`config.mk`:
```
export PLATFORM = sky130hd
export DESIGN_NAME = vga_timing_receiver
export DESIGN_NICKNAME = d
export VERILOG_FILES = /design/src/rtl/vga_pkg.sv /design/src/rtl/vga_rx_edge_det.sv /design/src/rtl/vga_timing_receiver.sv
export SDC_FILE = /design/constraint.sdc
export NUM_CORES = 1
export LEC_CHECK = 0
export BUFFER_PORTS_ARGS = -buffer_cell sky130_fd_sc_hd__buf_2
export CAP_MARGIN = 20
export CORE_ASPECT_RATIO = 1.5
export CORE_MARGIN = 10
export CORE_UTILIZATION = 55
export DETAILED_ROUTE_END_ITERATION = 12
export PLACE_DENSITY = 0.79
export SLEW_MARGIN = 40
export SYNTH_ARGS = -nofsm -noshare
export SYNTH_HDL_FRONTEND = slang
export SYNTH_SLANG_ARGS = --single-unit
export TNS_END_PERCENT = 5
```
`constraint.sdc`:
```
create_clock -name clk -period 8.5 [get_ports clk]
set_input_delay 0.425 -clock clk [delete_from_list [all_inputs] [get_ports clk]]
set_output_delay 0.425 -clock clk [all_outputs]
set_load 0.05 [all_outputs]
```
`src/rtl/vga_pkg.sv`:
```
// Shared definitions for the VGA timing receiver: default coordinate width,
// receiver FSM state encoding and 1080p reference timing constants.
package vga_pkg;

  localparam int unsigned COORD_W_DEFAULT = 12;

  // 1080p60 (CEA-861) totals and active region.
  localparam int unsigned H_TOTAL_1080P  = 2200;
  localparam int unsigned V_TOTAL_1080P  = 1125;
  localparam int unsigned H_ACTIVE_1080P = 1920;
  localparam int unsigned V_ACTIVE_1080P = 1080;

  typedef enum logic [1:0] {
    StSearch,
    StMeasure,
    StVerify,
    StLocked
  } vga_state_e;

endpackage

```
`src/rtl/vga_rx_edge_det.sv`:
```
// Input register with rising/falling edge pulses derived from the registered
// copy. Edge pulses stay masked for two cycles after reset so that a level
// already present at reset release is not mistaken for an edge.
module vga_rx_edge_det (
  input  logic clk,
  input  logic reset,
  input  logic d,
  output logic q,
  output logic rise,
  output logic fall
);

  logic       q_prev;
  logic [1:0] arm_q;

  // Capture the input, keep one cycle of history and fill the arm mask.
  always_ff @(posedge clk) begin
    if (reset) begin
      q      <= 1'b0;
      q_prev <= 1'b0;
      arm_q  <= 2'b00;
    end else begin
      q      <= d;
      q_prev <= q;
      arm_q  <= {arm_q[0], 1'b1};
    end
  end

  assign rise = arm_q[1] & q & ~q_prev;
  assign fall = arm_q[1] & ~q & q_prev;

endmodule

```
`src/rtl/vga_timing_receiver.sv`:
```
// VGA timing receiver: recovers pixel coordinates from h_sync/v_sync/DE,
// measures line/frame timing and locks once timing is stable.
// Optional build macro: VGA_RX_POLARITY_DETECT_EN enables sync polarity
// learning while searching; without it both syncs are active-high.
module vga_timing_receiver
  import vga_pkg::*;
#(
  parameter int unsigned LOCK_FRAMES = 2,
  parameter int unsigned COORD_W     = COORD_W_DEFAULT
) (
  input  logic               clk,
  input  logic               reset,
  input  logic               h_sync,
  input  logic               v_sync,
  input  logic               video_enable,
  output logic [COORD_W-1:0] x_idx,
  output logic [COORD_W-1:0] y_idx,
  output logic               pixel_valid,
  output logic               frame_start,
  output logic [COORD_W-1:0] h_total_meas,
  output logic [COORD_W-1:0] v_total_meas,
  output logic [COORD_W-1:0] h_active_meas,
  output logic [COORD_W-1:0] v_active_meas,
  output logic               locked,
  output logic               lock_err
);

  localparam logic [COORD_W-1:0] CoordMax = '1;
  localparam int unsigned CntW = $clog2(LOCK_FRAMES + 1);

  function automatic logic [COORD_W-1:0] sat_inc(input logic [COORD_W-1:0] v);
    return (v == CoordMax) ? v : v + 1'b1;
  endfunction

  logic hs_lvl, hs_rise, hs_fall;
  logic vs_lvl, vs_rise, vs_fall;
  logic de_lvl, de_rise, de_fall;
  logic hs_inv, vs_inv, pol_ok;
  logic hs_edge, vs_edge;

  vga_state_e state_q, state_d;

  vga_rx_edge_det u_hs_det (
    .clk  (clk),
    .reset(reset),
    .d    (h_sync),
    .q    (hs_lvl),
    .rise (hs_rise),
    .fall (hs_fall)
  );

  vga_rx_edge_det u_vs_det (
    .clk  (clk),
    .reset(reset),
    .d    (v_sync),
    .q    (vs_lvl),
    .rise (vs_rise),
    .fall (vs_fall)
  );

  vga_rx_edge_det u_de_det (
    .clk  (clk),
    .reset(reset),
    .d    (video_enable),
    .q    (de_lvl),
    .rise (de_rise),
    .fall (de_fall)
  );

`ifdef VGA_RX_POLARITY_DETECT_EN
  logic               hs_inv_q, vs_inv_q;
  logic [1:0]         hs_seen_q, vs_seen_q;
  logic [COORD_W-1:0] hs_hi_q, hs_lo_q, vs_hi_q, vs_lo_q;

  // Learn polarity over whole sync periods while searching; the longer level
  // is the inactive one. Vertical levels are counted in lines.
  always_ff @(posedge clk) begin
    if (reset) begin
      hs_inv_q  <= 1'b0;
      vs_inv_q  <= 1'b0;
      hs_seen_q <= 2'd0;
      vs_seen_q <= 2'd0;
      hs_hi_q   <= '0;
      hs_lo_q   <= '0;
      vs_hi_q   <= '0;
      vs_lo_q   <= '0;
    end else if (state_q == StSearch) begin
      if (hs_rise) begin
        if (hs_seen_q != 2'd0) hs_inv_q <= (hs_hi_q > hs_lo_q);
        if (hs_seen_q != 2'd2) hs_seen_q <= hs_seen_q + 2'd1;
        hs_hi_q <= '0;
        hs_lo_q <= '0;
      end else if (hs_lvl) begin
        hs_hi_q <= sat_inc(hs_hi_q);
      end else begin
        hs_lo_q <= sat_inc(hs_lo_q);
      end
      if (vs_rise) begin
        if (vs_seen_q != 2'd0) vs_inv_q <= (vs_hi_q > vs_lo_q);
        if (vs_seen_q != 2'd2) vs_seen_q <= vs_seen_q + 2'd1;
        vs_hi_q <= '0;
        vs_lo_q <= '0;
      end else if (hs_rise) begin
        if (vs_lvl) vs_hi_q <= sat_inc(vs_hi_q);
        else        vs_lo_q <= sat_inc(vs_lo_q);
      end
    end
  end

  assign hs_inv = hs_inv_q;
  assign vs_inv = vs_inv_q;
  assign pol_ok = hs_seen_q[1] & vs_seen_q[1];
`else
  logic unused_lvl;
  assign unused_lvl = ^{hs_lvl, vs_lvl};
  assign hs_inv = 1'b0;
  assign vs_inv = 1'b0;
  assign pol_ok = 1'b1;
`endif

  // Active edge is the rising edge of the polarity-corrected sync.
  assign hs_edge = hs_inv ? hs_fall : hs_rise;
  assign vs_edge = vs_inv ? vs_fall : vs_rise;

  // ---------------------------------------------------------------------------
  // Timing counters
  // ---------------------------------------------------------------------------
  logic [COORD_W-1:0] h_cnt_q, v_cnt_q, h_last_q, h_act_last_q, v_act_q;
  logic [COORD_W-1:0] x_q, y_q, x_d, y_d;
  logic               sat_q, sat_now, sat_frame;
  logic [COORD_W-1:0] f_h_total, f_v_total, f_h_active, f_v_active;

  assign sat_now   = (h_cnt_q == CoordMax) | (v_cnt_q == CoordMax);
  assign sat_frame = sat_q | sat_now;

  // Frame totals as seen at a v_sync edge; a coincident h_sync edge or DE fall
  // belongs to the frame that is ending.
  assign f_h_total  = hs_edge ? h_cnt_q : h_last_q;
  assign f_v_total  = hs_edge ? sat_inc(v_cnt_q) : v_cnt_q;
  assign f_h_active = de_fall ? sat_inc(x_q) : h_act_last_q;
  assign f_v_active = de_fall ? sat_inc(v_act_q) : v_act_q;

  // Line/frame counters; h_cnt holds the clock count of the line ending now.
  always_ff @(posedge clk) begin
    if (reset) begin
      h_cnt_q      <= '0;
      v_cnt_q      <= '0;
      h_last_q     <= '0;
      h_act_last_q <= '0;
      v_act_q      <= '0;
      sat_q        <= 1'b0;
    end else begin
      h_cnt_q <= hs_edge ? COORD_W'(1) : sat_inc(h_cnt_q);
      if (hs_edge) h_last_q <= h_cnt_q;
      if (de_fall) h_act_last_q <= sat_inc(x_q);
      if (vs_edge) begin
        v_cnt_q <= '0;
        v_act_q <= '0;
      end else begin
        if (hs_edge) v_cnt_q <= sat_inc(v_cnt_q);
        if (de_fall) v_act_q <= sat_inc(v_act_q);
      end
      sat_q <= vs_edge ? 1'b0 : sat_frame;
    end
  end

  // Publish the completed frame's timing unless a counter saturated in it.
  always_ff @(posedge clk) begin
    if (reset) begin
      h_total_meas  <= '0;
      v_total_meas  <= '0;
      h_active_meas <= '0;
      v_active_meas <= '0;
    end else if (vs_edge && !sat_frame) begin
      h_total_meas  <= f_h_total;
      v_total_meas  <= f_v_total;
      h_active_meas <= f_h_active;
      v_active_meas <= f_v_active;
    end
  end

  // ---------------------------------------------------------------------------
  // Lock FSM
  // ---------------------------------------------------------------------------
  logic [COORD_W-1:0] ref_h_q, ref_v_q, ref_ha_q, ref_va_q;
  logic [CntW-1:0]    match_q, match_d;
  logic               ref_load, lose_lock, frame_match;
  logic               locked_d, lock_err_d;

  assign frame_match = (f_h_total == ref_h_q) && (f_v_total == ref_v_q) &&
                       (f_h_active == ref_ha_q) && (f_v_active == ref_va_q);

  // State register.
  always_ff @(posedge clk) begin
    if (reset) state_q <= StSearch;
    else       state_q <= state_d;
  end

  // Next-state logic with reference reload and match counting.
  always_comb begin
    state_d   = state_q;
    match_d   = match_q;
    ref_load  = 1'b0;
    lose_lock = 1'b0;
    unique case (state_q)
      StSearch: begin
        if (vs_edge && pol_ok) state_d = StMeasure;
      end
      StMeasure: begin
        if (sat_frame) begin
          state_d = StSearch;
        end else if (vs_edge) begin
          ref_load = 1'b1;
          match_d  = CntW'(1);
          state_d  = (LOCK_FRAMES <= 1) ? StLocked : StVerify;
        end
      end
      StVerify: begin
        if (sat_frame) begin
          state_d = StSearch;
        end else if (vs_edge) begin
          if (frame_match) begin
            match_d = match_q + 1'b1;
          end else begin
            ref_load = 1'b1;
            match_d  = CntW'(1);
          end
          if (match_d >= CntW'(LOCK_FRAMES)) state_d = StLocked;
        end
      end
      StLocked: begin
        if (sat_frame || (hs_edge && (h_cnt_q != ref_h_q)) || (vs_edge && !frame_match)) begin
          state_d   = StSearch;
          lose_lock = 1'b1;
        end
      end
      default: state_d = StSearch;
    endcase
  end

  // Lock outputs follow the next state so they change with the state register.
  always_comb begin
    locked_d   = (state_d == StLocked);
    lock_err_d = lose_lock;
  end

  // Reference timing, match count and registered lock outputs.
  always_ff @(posedge clk) begin
    if (reset) begin
      ref_h_q  <= '0;
      ref_v_q  <= '0;
      ref_ha_q <= '0;
      ref_va_q <= '0;
      match_q  <= '0;
      locked   <= 1'b0;
      lock_err <= 1'b0;
    end else begin
      if (ref_load) begin
        ref_h_q  <= f_h_total;
        ref_v_q  <= f_v_total;
        ref_ha_q <= f_h_active;
        ref_va_q <= f_v_active;
      end
      match_q  <= match_d;
      locked   <= locked_d;
      lock_err <= lock_err_d;
    end
  end

  // ---------------------------------------------------------------------------
  // Pixel coordinates
  // ---------------------------------------------------------------------------
  logic pend_q, pv_q, fs_q, fs_d;

  // x restarts on DE rise; y restarts on the first active line after v_sync.
  always_comb begin
    x_d = x_q;
    y_d = y_q;
    if (de_lvl) x_d = de_rise ? '0 : x_q + 1'b1;
    if (de_rise && (pend_q || vs_edge)) y_d = '0;
    else if (de_fall)                   y_d = y_q + 1'b1;
    fs_d = de_rise && (y_d == '0);
  end

  // Coordinate and pixel strobe registers.
  always_ff @(posedge clk) begin
    if (reset) begin
      x_q    <= '0;
      y_q    <= '0;
      pend_q <= 1'b0;
      pv_q   <= 1'b0;
      fs_q   <= 1'b0;
    end else begin
      x_q    <= x_d;
      y_q    <= y_d;
      pv_q   <= de_lvl;
      fs_q   <= fs_d;
      if (de_rise)      pend_q <= 1'b0;
      else if (vs_edge) pend_q <= 1'b1;
    end
  end

  assign x_idx       = x_q;
  assign y_idx       = y_q;
  assign pixel_valid = pv_q;
  assign frame_start = fs_q;

endmodule

```
After elaboration in Yosys (flattened, before gate mapping)
Index checks and enable logic that the tools add are counted.
{ "op_classes": {"div": 0, "n_mul": 0, "n_mux": 39, "n_bitwise": 15, "n_reduce_logical": 21, "n_eq_ne": 18, "add_sub_neg": 6, "shift": 0, "n_lt_le_gt_ge": 1} }
{ "op_table": {"columns": ["op", "count"], "rows": [
  ["$mux W12", 10],
  ["$add A12 B1 Y12 const B", 5],
  ["$eq A12 B12 Y1", 4],
  ["$eq A12 B12 Y1 const B", 4],
  ["$mux W2", 15],
  ["$logic_not A12 Y1", 1],
  ["$ne A12 B12 Y1", 1],
  ["$mux W1", 11],
  ["$ne A2 B2 Y1 const B", 5],
  ["$and A1 B1 Y1", 8],
  ["$logic_and A1 B1 Y1", 8],
  ["$pmux W2 S4", 1],
  ["$reduce_or A2 Y1", 4],
  ["$eq A2 B2 Y1 const B", 3],
  ["$not A1 Y1", 5],
  ["$reduce_and A5 Y1", 1],
  ["$pmux W2 S2", 1],
  ["$logic_or A1 B1 Y1", 3],
  ["$add A2 B1 Y2 const B", 1],
  ["$eq A2 B1 Y1 const B", 1],
  ["$ge A2 B2 Y1 const B", 1],
  ["$logic_not A1 Y1", 2],
  ["$logic_not A2 Y1", 1],
  ["$or A1 B1 Y1", 2],
  ["other kinds (2)", 2]
]} }
{ "word_totals": {"elab_cells": 135, "ram_bits": 0, "reg_bits": 201, "in_bits": 5, "romBits": 0, "mem_count": 0, "latchBits": 0, "output_inout_bits": 76} }

Logic depth before layout (Yosys ltp)
Gate-level depths: netlist (run 1).
{ "logic_depth": {"depth_word": 17, "depth_mapped": 15, "ltp_nobuf": 11} }

Hierarchy
From an unflattened synthesis (run 1), not the netlist that was laid out.
{ "unflattened": {"cells_unflattened": 1193, "area_unflattened_um2": 10219.8} }
{ "by_module_without_submodules": {"columns": ["module", "instances", "cells_per_inst", "area_each_um2", "seq_area_each_um2"], "rows": [
  ["vga_timing_receiver", 1, 1163, 9859.5, 3803.6],
  ["vga_rx_edge_det", 3, 10, 120.1, 80.1]
]} }

Least setup slack after synthesis (run 1)
OpenSTA, ideal clock, no wires.
{ "synth_timing": {"path_kind": "reg-to-reg", "startpoint": "reg x_q[4] (netlist: x_idx[4])", "endpoint": "reg ref_h_q[0]", "stages_incl_launch_ff": 14, "t_required_ps": 8379, "n_path_buf": 3, "synth_period_minus_slack_ps": 3542, "arrival_ps": 3421, "setup_ps": 121, "slack_ps": 4958, "cell_sequence": "dfxtp_1 -> buf_2 -> nand3_2 -> nor3_2 -> xnor2_1 -> o32ai_1 -> or4_4 -> a2111oi_4 -> nand4_2 -> o211ai_2 -> nand2_2 -> buf_6 -> buf_6 -> mux2_4"} }
{ "synth_between": {"elab_chain_cells": 10, "elab_cells_between_ends": 11, "cone_classes": "1 x add/sub; 2 x eq/ne; 6 x mux; 2 x reduce/logical"} }
{ "synth_rtl": {"columns": ["item", "line", "source"], "rows": [
  ["from (decl)", "vga_timing_receiver.sv:129", "logic [COORD_W-1:0] x_q, y_q, x_d, y_d;"],
  ["from (signal assigned)", "vga_timing_receiver.sv:288", "x_q <= '0;"],
  ["from (signal assigned)", "vga_timing_receiver.sv:294", "x_q <= x_d;"],
  ["$add A12 B1 Y12 or $eq A12 B12 Y1 (tied branches)", "vga_timing_receiver.sv:32", "return (v == CoordMax) ? v : v + 1'b1;"],
  ["$mux W12 (*)", "vga_timing_receiver.sv:32", null],
  ["$mux W12 (*)", null, null],
  ["$eq A12 B12 Y1 (*)", "vga_timing_receiver.sv:191", "(f_h_active == ref_ha_q) && (f_v_active == ref_va_q);"],
  ["$logic_and A1 B1 Y1 (*)", "vga_timing_receiver.sv:190", "assign frame_match = (f_h_total == ref_h_q) && (f_v_total == ref_v_q) &&"],
  ["$logic_and A1 B1 Y1 (*)", "vga_timing_receiver.sv:191", null],
  ["$mux W1 (*)", "vga_timing_receiver.sv:222", "if (frame_match) begin"],
  ["$mux W1 (*)", "vga_timing_receiver.sv:221", "end else if (vs_edge) begin"],
  ["$mux W1 (*)", "vga_timing_receiver.sv:219", "if (sat_frame) begin"],
  ["$pmux W1 S2 (*)", "vga_timing_receiver.sv:205", "unique case (state_q)"],
  ["to (signal assigned)", "vga_timing_receiver.sv:259", "ref_h_q <= f_h_total;"],
  ["to (decl)", "vga_timing_receiver.sv:185", "logic [COORD_W-1:0] ref_h_q, ref_v_q, ref_ha_q, ref_va_q;"]
]} }
Every way passes the cells marked *; elsewhere a longest branch is shown, timed or not.
A chain may end at the register's enable or synchronous reset.

Worst setup path in the final report (run 1)
{ "layout_timing": {"startpoint": "reg u_vs_det.arm_q[1]", "endpoint": "reg ref_ha_q[11]"} }
{ "layout_between": {"elab_chain_cells": 5, "elab_cells_between_ends": 7, "cone_classes": "5 x mux; 2 x bitwise"} }
{ "layout_rtl": {"columns": ["item", "line", "source"], "rows": [
  ["from (decl)", "vga_rx_edge_det.sv:14", "logic [1:0] arm_q;"],
  ["from (signal assigned)", "vga_rx_edge_det.sv:25", "arm_q <= {arm_q[0], 1'b1};"],
  ["$and A1 B1 Y1 (*) (2 in series)", "vga_rx_edge_det.sv:29", "assign rise = arm_q[1] & q & ~q_prev;"],
  ["$mux W1 (on tied branches)", "vga_timing_receiver.sv:221, vga_timing_receiver.sv:212", null],
  ["$mux W1 (on tied branches)", "vga_timing_receiver.sv:219, vga_timing_receiver.sv:210", null],
  ["$pmux W1 S2 (*)", "vga_timing_receiver.sv:205", null],
  ["to (signal assigned)", "vga_timing_receiver.sv:261", "ref_ha_q <= f_h_active;"],
  ["to (decl)", "vga_timing_receiver.sv:185", null]
]} }
Marked as above.

==> impl_metrics.yaml, run 1 <==
power_and_ir_drop:
  p_leak_uw: 0.00443
  p_total_uw: 1830
  worst_ir_drop_vdd_mv: 0.110
  powerDensity_nw_per_um2: 170
cells_and_area:
  stdcell_count: 1401
  diodes: 0
  area_growth_pct: 9.79
  nets: 1189
  fin_util_pct: 61.9
  layout-drive-gt1-share_pct: 15.4
  final_common_cell: "dfxtp_1"
  mostFrequentLayoutCells: "dfxtp_1, nor2_1, buf_2, a21oi_1, nand2_1"
placement:
  portBuffers: 80
  place_inst: 1369
  hpwl_um: 19200
  gp_congestion: 0.989
global_routing:
  first_global_vias: 8241
  grt_usage_pct: 22.6
  grt_pass1_wl_um: 42800
  antenna_found_initial: 0
  grt_overflow: 0
  grt_max_degree: 102
floorplanning:
  die_h_um: 184
  coreArea_um2: 17400
  die_area_um2: 23700
  rows: 59
  pin_count: 81
  die_width_um: 129
  initial_utilization_pct: 56.3
setup_path:
  crit_path_start: "u_vs_det.arm_q[1]"
  criticalPathCategory: "flop to flop"
  critPathLaunchType: "flop"
  worstPathArrival_ns: 4.91
  reg2reg_slack_ns: 3.92
  critPathCaptureType: "flop"
  crit_fanout: 26
  required_ns: 8.83
  reg2reg_from: "u_vs_det.arm_q[1]"
sta:
  max_slew_margin_pct: 43.0
  tightest_slew_ns: 0.854
  finalHoldViolCount: 0
  clock.fmax_mhz: 218
  fin_skew_ns: 0.0160
  final-setup-viol-count: 0
  min_period_over_period_pct: 53.9
  min_period_ns: 4.58
  slew_violations: 0
  rsz0062_at_grt: "no"
  setup-tns-final_ns: 0
drt:
  drtAntennaViolNets: 0
  wl_per_cell_um: 18.9
  via_count: 8417
  drtIter0Drc: 602
  wirelength_um: 26400
  firstDrtPassIters: 6
  viasPerCell: 6.01
  drc: 0
worst_hold_path:
  holdCritStartpoint: "video_enable"
  min_path_type: "input port to flop"
clock_network:
  ctsResizeCount: 0
  root_buffer: "clkbuf_16"
  cts.htree.levels: 4
  cts.sinks: 197
  tritoncts: "yes"
  cts_buffer_depth: 2
  insertion_delay_ns: 0.45
  postCtsHoldBufs: 0
  post_cts_buffers: 0
  numCtsBuffers: 17
  clkSlewWorstSetupHoldPaths_ns: 0.07
synthesis:
  synth.cell_area_um2: 9820
  avgSynthCellArea_um2: 8.57
  synth_edf_count: 0
  synth_warnings: 0
  synth_cells: 1146
  ys_ff_latch: 197
  ys_seq_area_share_pct: 40.2
  synth_cell_types: 75
  synthArstFlopShare_pct: 0
  synth_nets: 1160
  synth_ff_type: "dfxtp_1"
flow_run:
  drv_cap: 0
run_status:
  status: "completed"
-- flip-flops by register name, summed over array words and instances, names as in the netlist, 2 cells and up --
name           flops
match_q            2
h_act_last_q      12
h_active_meas     12
v_act_q           12
ref_v_q           12
h_cnt_q           12
ref_va_q          12
ref_h_q           12
state_q            2
v_total_meas      12
v_cnt_q           12
v_active_meas     12
h_last_q          12
ref_ha_q          12
x_idx             12
h_total_meas      12
y_idx             12
-- power breakdown --
group	total (uW)	switching, uW	internal [uW]
combinational	96.6	71.9	24.7
sequential	943	10.7	932
clock	795	382	413
total	1830	465	1370
-- stage by stage --
stage / hold WS [ns] / setup slack [ns] / area [um^2]
2_1_floorplan: 0.414 / 4.96 / 9820
3_3_place_gp: 0.419 / 4.04 / 10200
3_5_place_dp: 0.447 / 4.00 / 10200
4_1_cts: 0.174 / 4.00 / 10800
5_1_grt: 0.188 / 3.60 / 10800
6_report: 0.186 / 3.92 / 10800
-- per-layer routing --
layer | vias up | wire [um] | global-route usage [%]
li1 | 4096 | - | -
met1 | 3959 | 10400 | 24.6
met2 | 285 | 13500 | 39.6
met3 | 77 | 1300 | 4.73
met4 | 0 | 1200 | 12.9
met5 | - | 0 | 0
-- cell type report --
cell class	count	area (um^2)
fillers	1571	6640
multi-input cells	843	5420
flip-flops and latches	197	3940
repair buffers	88	467
clock buffers	18	429
well taps	213	267
clock inverters	14	144
inverters	28	105
-- path summary, 6_finish.rpt --
check,depth (start not counted),end
max,11,ref_ha_q[11]
min,2,u_de_det.q
max reg2reg,11,ref_ha_q[11]
min reg2reg,2,h_active_meas[7]
-- worst max-delay path, stage by stage, from the launching register on --
cell and delay [ns]:
dfxtp_1 0.58, and3b_1 0.68, nand2_2 0.16, or4_1 0.57, xor2_1 0.29, o2bb2ai_1 0.13, nor4_1 0.35, nand4_1 0.21
o211ai_2 0.25, nand2_2 0.45, buf_4 0.44, mux2_4 0.34
-- cell usage after synthesis, types with 3 or more instances --
| library cell | instances | share of area (%) |
|---|---|---|
| inv_1 | 28 | 1.1 |
| a22o_1 | 3 | 0.27 |
| xor2_1 | 37 | 3.3 |
| a2111oi_0 | 3 | 0.27 |
| buf_1 | 8 | 0.31 |
| a31oi_1 | 14 | 0.89 |
| a21o_1 | 5 | 0.38 |
| nor3_1 | 37 | 1.9 |
| a21oi_1 | 57 | 2.9 |
| and2_1 | 9 | 0.57 |
| buf_2 | 16 | 0.82 |
| o21ai_0 | 30 | 1.5 |
| buf_4 | 4 | 0.31 |
| o2bb2ai_1 | 3 | 0.27 |
| mux2i_1 | 18 | 1.8 |
| nand2b_1 | 6 | 0.38 |
| nor4_1 | 8 | 0.51 |
| nand4b_1 | 4 | 0.36 |
| buf_6 | 4 | 0.46 |
| o22ai_1 | 8 | 0.51 |
| mux2_2 | 20 | 2.3 |
| ha_1 | 9 | 1.1 |
| dfxtp_1 | 197 | 40 |
| a22oi_1 | 6 | 0.46 |
| nand4_2 | 3 | 0.38 |
| nand4_1 | 19 | 1.2 |
| nor2b_1 | 44 | 2.8 |
| o211ai_1 | 19 | 1.5 |
| nand3b_1 | 5 | 0.38 |
| and3_1 | 13 | 0.83 |
| clkbuf_1 | 46 | 1.8 |
| nor3b_1 | 4 | 0.31 |
| nor2_1 | 195 | 7.5 |
| a32oi_1 | 3 | 0.27 |
| or3_1 | 6 | 0.38 |
| a211oi_1 | 37 | 2.8 |
| mux2_4 | 17 | 2.6 |
| nand2_1 | 54 | 2.1 |
| nand3_1 | 36 | 1.8 |
| xnor2_1 | 43 | 3.8 |
| a222oi_1 | 3 | 0.31 |
| o211a_1 | 13 | 1.3 |
| and4_1 | 8 | 0.71 |
| or2_2 | 4 | 0.25 |
-- logic make-up (layout without fill, tap and decap cells) --
family / after synthesis / count (layout) / share of synthesized area (%)
and+or+nand+nor: 476 / 476 / 24.5
DFF: 197 / 197 / 40.2
muxes: 56 / 56 / 6.87
buffers and inverters: 106 / 148 / 4.72
AOI/OAI and AO/OA: 222 / 222 / 15.4
adders and majority gates: 9 / 9 / 1.15
xor gates and xnor gates: 80 / 80 / 7.14
Power figures use the tool's default switching activity.
==> run 2, diff against run 1 <==
- ABC_AREA: default -> 1
- CORE_UTILIZATION: 55 -> 54
- PLACE_DENSITY: 0.79 -> 0.81
- clock period: 8.5 -> 4 ns (I/O delays scaled with it)
==> run 2 against run 1 <==
Critical path depth is 7 higher. Sequential share of layout area is 0.36 points higher. Critical path type unchanged. Largest power group unchanged. Area after synthesis is 2.6% lower.
==> impl_metrics.yaml, run 2 <==
setup_path:
  crit_path_start: "x_idx[0]"
  required_ns: 4.33
  rr_endpoint: "ref_h_q[4]"
  worstPathArrival_ns: 3.81
  criticalPathCategory: "flop to flop"
  reg2reg_slack_ns: 0.52
  critPathCaptureType: "flop"
  crit_end: "ref_h_q[4]"
  reg2reg_from: "x_idx[0]"
  critPathLaunchType: "flop"
  rr_worst_depth: 18
  crit_fanout: 28
global_routing:
  grt_overflow: 0
  grt_pass1_wl_um: 39600
  antenna_found_initial: 0
  grt_max_degree: 97
  grt_usage_pct: 20.1
  first_global_vias: 8668
cells_and_area:
  mostFrequentLayoutCells: "nand2_1, nor2_1, dfxtp_1, inv_1, nand3_1"
  stdcell_count: 1688
  final_common_cell: "nand2_1"
  area_growth_pct: 11.7
  regArea_um2: 3940
  layout-drive-gt1-share_pct: 11.5
  nets: 1477
  multi_input_area_um2: 4770
  fill_cells: 1529
  diodes: 0
synthesis:
  ys_seq_area_share_pct: 41.3
  synth_ff_type: "dfxtp_1"
  synth.top_cell.area_share_pct: 41.3
  synth_common_cells: "nand2_1, nor2_1, dfxtp_1"
  synth_area_leaders: "dfxtp_1, nand2_1, nor2_1"
  synth.cell_area_um2: 9560
  synth.most_common_cell: "nand2_1"
  synth_cell_types: 40
  synth_edf_count: 0
  synth_nets: 1422
  synth_warnings: 0
  yosys.area.top_type: "dfxtp_1"
  synthMuxAreaShare_pct: 0
  synth_cells: 1408
  avgSynthCellArea_um2: 6.79
  ys_ff_latch: 197
  synth-compound-area-share_pct: 10.9
  synthArstFlopShare_pct: 0
  synthAdderAreaFrac_pct: 1.18
  synthSimpleGateAreaFrac_pct: 34.7
  synth_top_family_by_area: "simple AND/OR/NAND/NOR gates"
  synth_xor_area_share_pct: 3.00
sta:
  rsz0062_at_grt: "no"
  setup-tns-final_ns: 0
  final-setup-viol-count: 0
  slew_violations: 0
  fin_skew_ns: 0.0121
  clock.fmax_mhz: 287
  min_period_over_period_pct: 87.0
  min_period_ns: 3.48
  setup_ws_ns: 0.520
  max_slew_margin_pct: 46.6
  finalHoldViolCount: 0
  tightest_slew_ns: 0.796
drt:
  drtIter0Drc: 559
  wl_per_cell_um: 14.1
  drtAntennaViolNets: 0
  drc: 0
  via_count: 9015
  viasPerCell: 5.34
  firstDrtPassIters: 5
  wirelength_um: 23800
floorplanning:
  coreArea_um2: 17300
  initial_utilization_pct: 55.1
  die_h_um: 183
  rows: 59
  die_width_um: 129
  pin_count: 81
  die_area_um2: 23500
power_and_ir_drop:
  swShare_pct: 26.7
  powerDensity_nw_per_um2: 403
  seqPwrFrac_pct: 47.7
  p_int_uw: 3150
  p_total_uw: 4300
  power_frac_comb_pct: 11.9
  p_sw_uw: 1150
  worst_ir_drop_vdd_mv: 0.307
  clock_power_share_pct: 40.4
  p_leak_uw: 0.00479
clock_network:
  clkSlewWorstSetupHoldPaths_ns: 0.07
  root_buffer: "clkbuf_16"
  cts.sinks: 197
  ctsResizeCount: 0
  numCtsBuffers: 17
  tritoncts: "yes"
  cts.htree.levels: 4
  insertion_delay_ns: 0.44
  cts_buffer_depth: 2
placement:
  hpwl_um: 16600
  place_inst: 1654
  dpl_worst_slack_ns: 0.589
  gp_congestion: 0.928
  portBuffers: 80
run_status:
  status: "completed"
worst_hold_path:
  min_path_type: "input port to flop"
flow_run:
  drv_cap: 0
## run 2: cell types whose count changed after synthesis, sizes merged, moves of 30 or more
cell / delta
nor2b: -44
nand2: +289
a21oi: +50
a211oi: -33
xnor2: -30
o21ai: +46
mux2: -37
nand3: +92
inv: +118
## run 2: final cells by class
type	instances	area share, %
repair buffers	95	5.03
well taps	213	2.50
clock inverters	9	1.10
multi-input cells	1005	44.7
clock buffers	22	4.54
inverters	147	5.19
flip-flops and latches	197	37.0
## run 2: cells by family (layout without fill, tap and decap cells)
kind of cell	count (synthesis)	in the layout
simple gates	767	767
buf+inv	206	273
compound gates	198	198
flops	197	197
xor+xnor	31	31
fa+ha+maj	9	9
## run 2: critical path, cell delays in order, from the launching register on
cell and delay, ns:
dfxtp_1 0.50, ha_1 0.28, nand2_2 0.11, nor2_2 0.17
nand3_2 0.19, nand3_1 0.17, nand2_1 0.17, nand2_1 0.10
nand2_1 0.06, nor2_1 0.10, nand2_1 0.07, nor2_1 0.11
nand2_1 0.07, nor2_2 0.14, nand2_1 0.08, or2_2 0.47
buf_4 0.31, a21oi_1 0.19, nor2_1 0.07
## run 2: power by group through the flow
stage	Sequential, uW	Clock [uW]	Combinational, uW
after floorplan	2150	0	353
after global placement	2090	0	493
final	2050	1740	509
after detailed placement	2090	0	504
after CTS	2050	1750	510
after global routing	2050	1830	575
## run 2: worst min path at each step
stage	end	startpoint	slack [ns]	depth (start not counted)
2_1_floorplan	u_de_det.q	video_enable	0.31	2
6_report	ref_h_q[3]	reset	0.30	4
4_1_cts	ref_h_q[0]	reset	0.30	4
3_5_place_dp	u_vs_det.arm_q[1]	u_de_det.arm_q[0]	0.39	2
3_3_place_gp	u_vs_det.arm_q[1]	u_de_det.arm_q[0]	0.40	2
5_1_grt	ref_v_q[0]	reset	0.34	4
## run 2: repair_timing
action / 4_1_cts / 5_1_grt
hold buffers: 3 / 0
buffers inserted: 0 / 0
endpoints found under the hold margin: 3 / 0
## run 2: per-stage QoR
stage	hold WS [ns]	instance area [um^2]	utilization, %
floorplan	0.307	9560	-
global placement	0.397	10000	57.8
detailed placement	0.394	10000	57.9
CTS	0.305	10700	61.5
global route	0.337	10700	61.5
finish	0.303	10700	61.5
## run 2: routing by layer
layer | global-route usage (%) | wire (um) | up-vias
met1 | 21.8 | 9780 | 4159
met2 | 36.8 | 12300 | 194
li1 | - | - | 4609
met5 | 0 | 0 | -
met3 | 3.61 | 969 | 53
met4 | 8.80 | 720 | 0
==> run 3, diff against run 2 <==
- CTS_BUF_LIST: default -> sky130_fd_sc_hd__clkbuf_16
- SETUP_SLACK_MARGIN: default -> 0.15
==> run 3 against run 2 <==
Sequential share of layout area increased by 0.14 points. Hold slack improved by 0.0042 ns. Final cell count unchanged. Count of clock-buffer cells in the layout decreased by 5. Critical endpoint is now ref_ha_q[8]. Largest power group unchanged. Highest routed layer unchanged. Die area unchanged. Non-clock buffer count unchanged. Critical path depth unchanged. Power decreased by 2.1%. Clock skew decreased by 0.0019 ns.
==> impl_metrics.yaml, run 3 (synthesis results as in run 2) <==
sta:
  tightest_slew_ns: 0.796
  clock.fmax_mhz: 291
  setup-tns-final_ns: 0
  rsz0062_at_grt: "no"
  finalHoldViolCount: 0
  min_period_ns: 3.43
  final-setup-viol-count: 0
  max_slew_margin_pct: 46.6
  min_period_over_period_pct: 85.8
  slew_violations: 0
  fin_skew_ns: 0.0102
global_routing:
  first_global_vias: 8648
  grt_max_degree: 97
  grt_overflow: 0
  grt_usage_pct: 20.0
  antenna_found_initial: 0
  grt_pass1_wl_um: 39400
floorplanning:
  die_h_um: 183
  pin_count: 81
  initial_utilization_pct: 55.1
  die_width_um: 129
  coreArea_um2: 17300
  die_area_um2: 23500
  rows: 59
setup_path:
  criticalPathCategory: "flop to flop"
  reg2reg_slack_ns: 0.57
  reg2reg_from: "x_idx[0]"
  crit_end: "ref_ha_q[8]"
  crit_path_start: "x_idx[0]"
  required_ns: 4.34
  critPathCaptureType: "flop"
  crit_fanout: 28
  critPathLaunchType: "flop"
  rr_worst_depth: 18
  rr_endpoint: "ref_ha_q[8]"
  worstPathArrival_ns: 3.77
cells_and_area:
  area_growth_pct: 11.2
  final_area_um2: 10600
  mostFrequentLayoutCells: "nand2_1, nor2_1, dfxtp_1, inv_1, nand3_1"
  diodes: 0
  stdcell_count: 1688
  layout-drive-gt1-share_pct: 11.3
  final_common_cell: "nand2_1"
  nets: 1477
clock_network:
  tritoncts: "yes"
  ctsResizeCount: 0
  cts_buffer_depth: 2
  post_cts_buffers: 0
  cts.sinks: 197
  root_buffer: "clkbuf_16"
  numCtsBuffers: 17
  insertion_delay_ns: 0.44
  postCtsHoldBufs: 3
  cts.htree.levels: 4
  clkSlewWorstSetupHoldPaths_ns: 0.07
drt:
  drc: 0
  wl_per_cell_um: 14.0
  firstDrtPassIters: 5
  viasPerCell: 5.33
  wirelength_um: 23600
  via_count: 9001
  drtIter0Drc: 615
  drtAntennaViolNets: 0
power_and_ir_drop:
  p_total_uw: 4210
  clock_power_share_pct: 39.2
  powerDensity_nw_per_um2: 396
  swShare_pct: 27.0
  p_leak_uw: 0.00477
  p_sw_uw: 1140
  p_int_uw: 3070
  power_frac_comb_pct: 12.1
  worst_ir_drop_vdd_mv: 0.290
  seqPwrFrac_pct: 48.7
placement:
  place_inst: 1654
  hpwl_um: 16600
  portBuffers: 80
  gp_congestion: 0.928
  placed_area_um2: 10000
flow_run:
  drv_cap: 0
run_status:
  status: "completed"
worst_hold_path:
  min_path_type: "input port to flop"
run 3: changes by cell type in the layout (fill, tap and decap cells not counted):
cell,previous run,this run
inv_1,139,140
clkbuf_1,1,0
clkbuf_8,4,0
clkinv_1,2,6
run 3: how the worst min path moves through the flow:
stage,cells past startpoint,endpoint,from,slack (ns)
after floorplan,2,u_de_det.q,video_enable,0.31
after global placement,2,u_vs_det.arm_q[1],u_de_det.arm_q[0],0.40
after detailed placement,2,u_vs_det.arm_q[1],u_de_det.arm_q[0],0.39
after CTS,4,ref_h_q[0],reset,0.31
after global routing,4,ref_v_q[4],reset,0.34
final,4,ref_h_q[0],reset,0.31
run 3: layer usage:
layer  track usage, %  share of wire [%]  up-vias
met2             36.6                 52      193
met1             21.7                 41     4145
met3             3.58                4.0       46
li1                 -                  -     4617
met4             8.75                2.7        0
met5                0                  0        -
run 3: layout make-up:
type                            instances  area [um^2]
Multi-Input combinational cell       1005         4770
Timing Repair Buffer                   95          537
Sequential cell                       197         3940
Inverter                              147          554
Clock inverter                         14          136
Clock buffer                           17          425
Fill cell                            1543         6720
Tap cell                              213          267
run 3: critical path, stage by stage, from the launching register on:
cell	delay, ns
dfxtp_1	0.49
ha_1	0.27
nand2_2	0.11
nor2_2	0.17
nand3_2	0.19
nand3_1	0.16
nand2_1	0.16
nand2_1	0.10
nand2_1	0.05
nor2_1	0.10
nand2_1	0.07
nor2_1	0.11
nand2_1	0.07
nor2_2	0.14
nand2_1	0.08
or2_2	0.47
buf_4	0.31
a21oi_1	0.18
nor2_1	0.06
run 3: power by group through the flow:
stage / combinational (uW) / sequential [uW] / clock (uW)
6_report: 508 / 2050 / 1650
5_1_grt: 574 / 2050 / 1750
4_1_cts: 510 / 2050 / 1670
3_5_place_dp: 504 / 2090 / 0
3_3_place_gp: 493 / 2090 / 0
2_1_floorplan: 353 / 2150 / 0
run 3: metrics by stage:
stage / utilization (%) / worst slack, ns / hold WS, ns
final: 61.3 / 0.569 / 0.307
after global routing: 61.3 / 0.202 / 0.337
after CTS: 61.3 / 0.571 / 0.306
after detailed placement: 57.9 / 0.589 / 0.394
after global placement: 57.8 / 0.684 / 0.397
after floorplan: - / 1.01 / 0.307
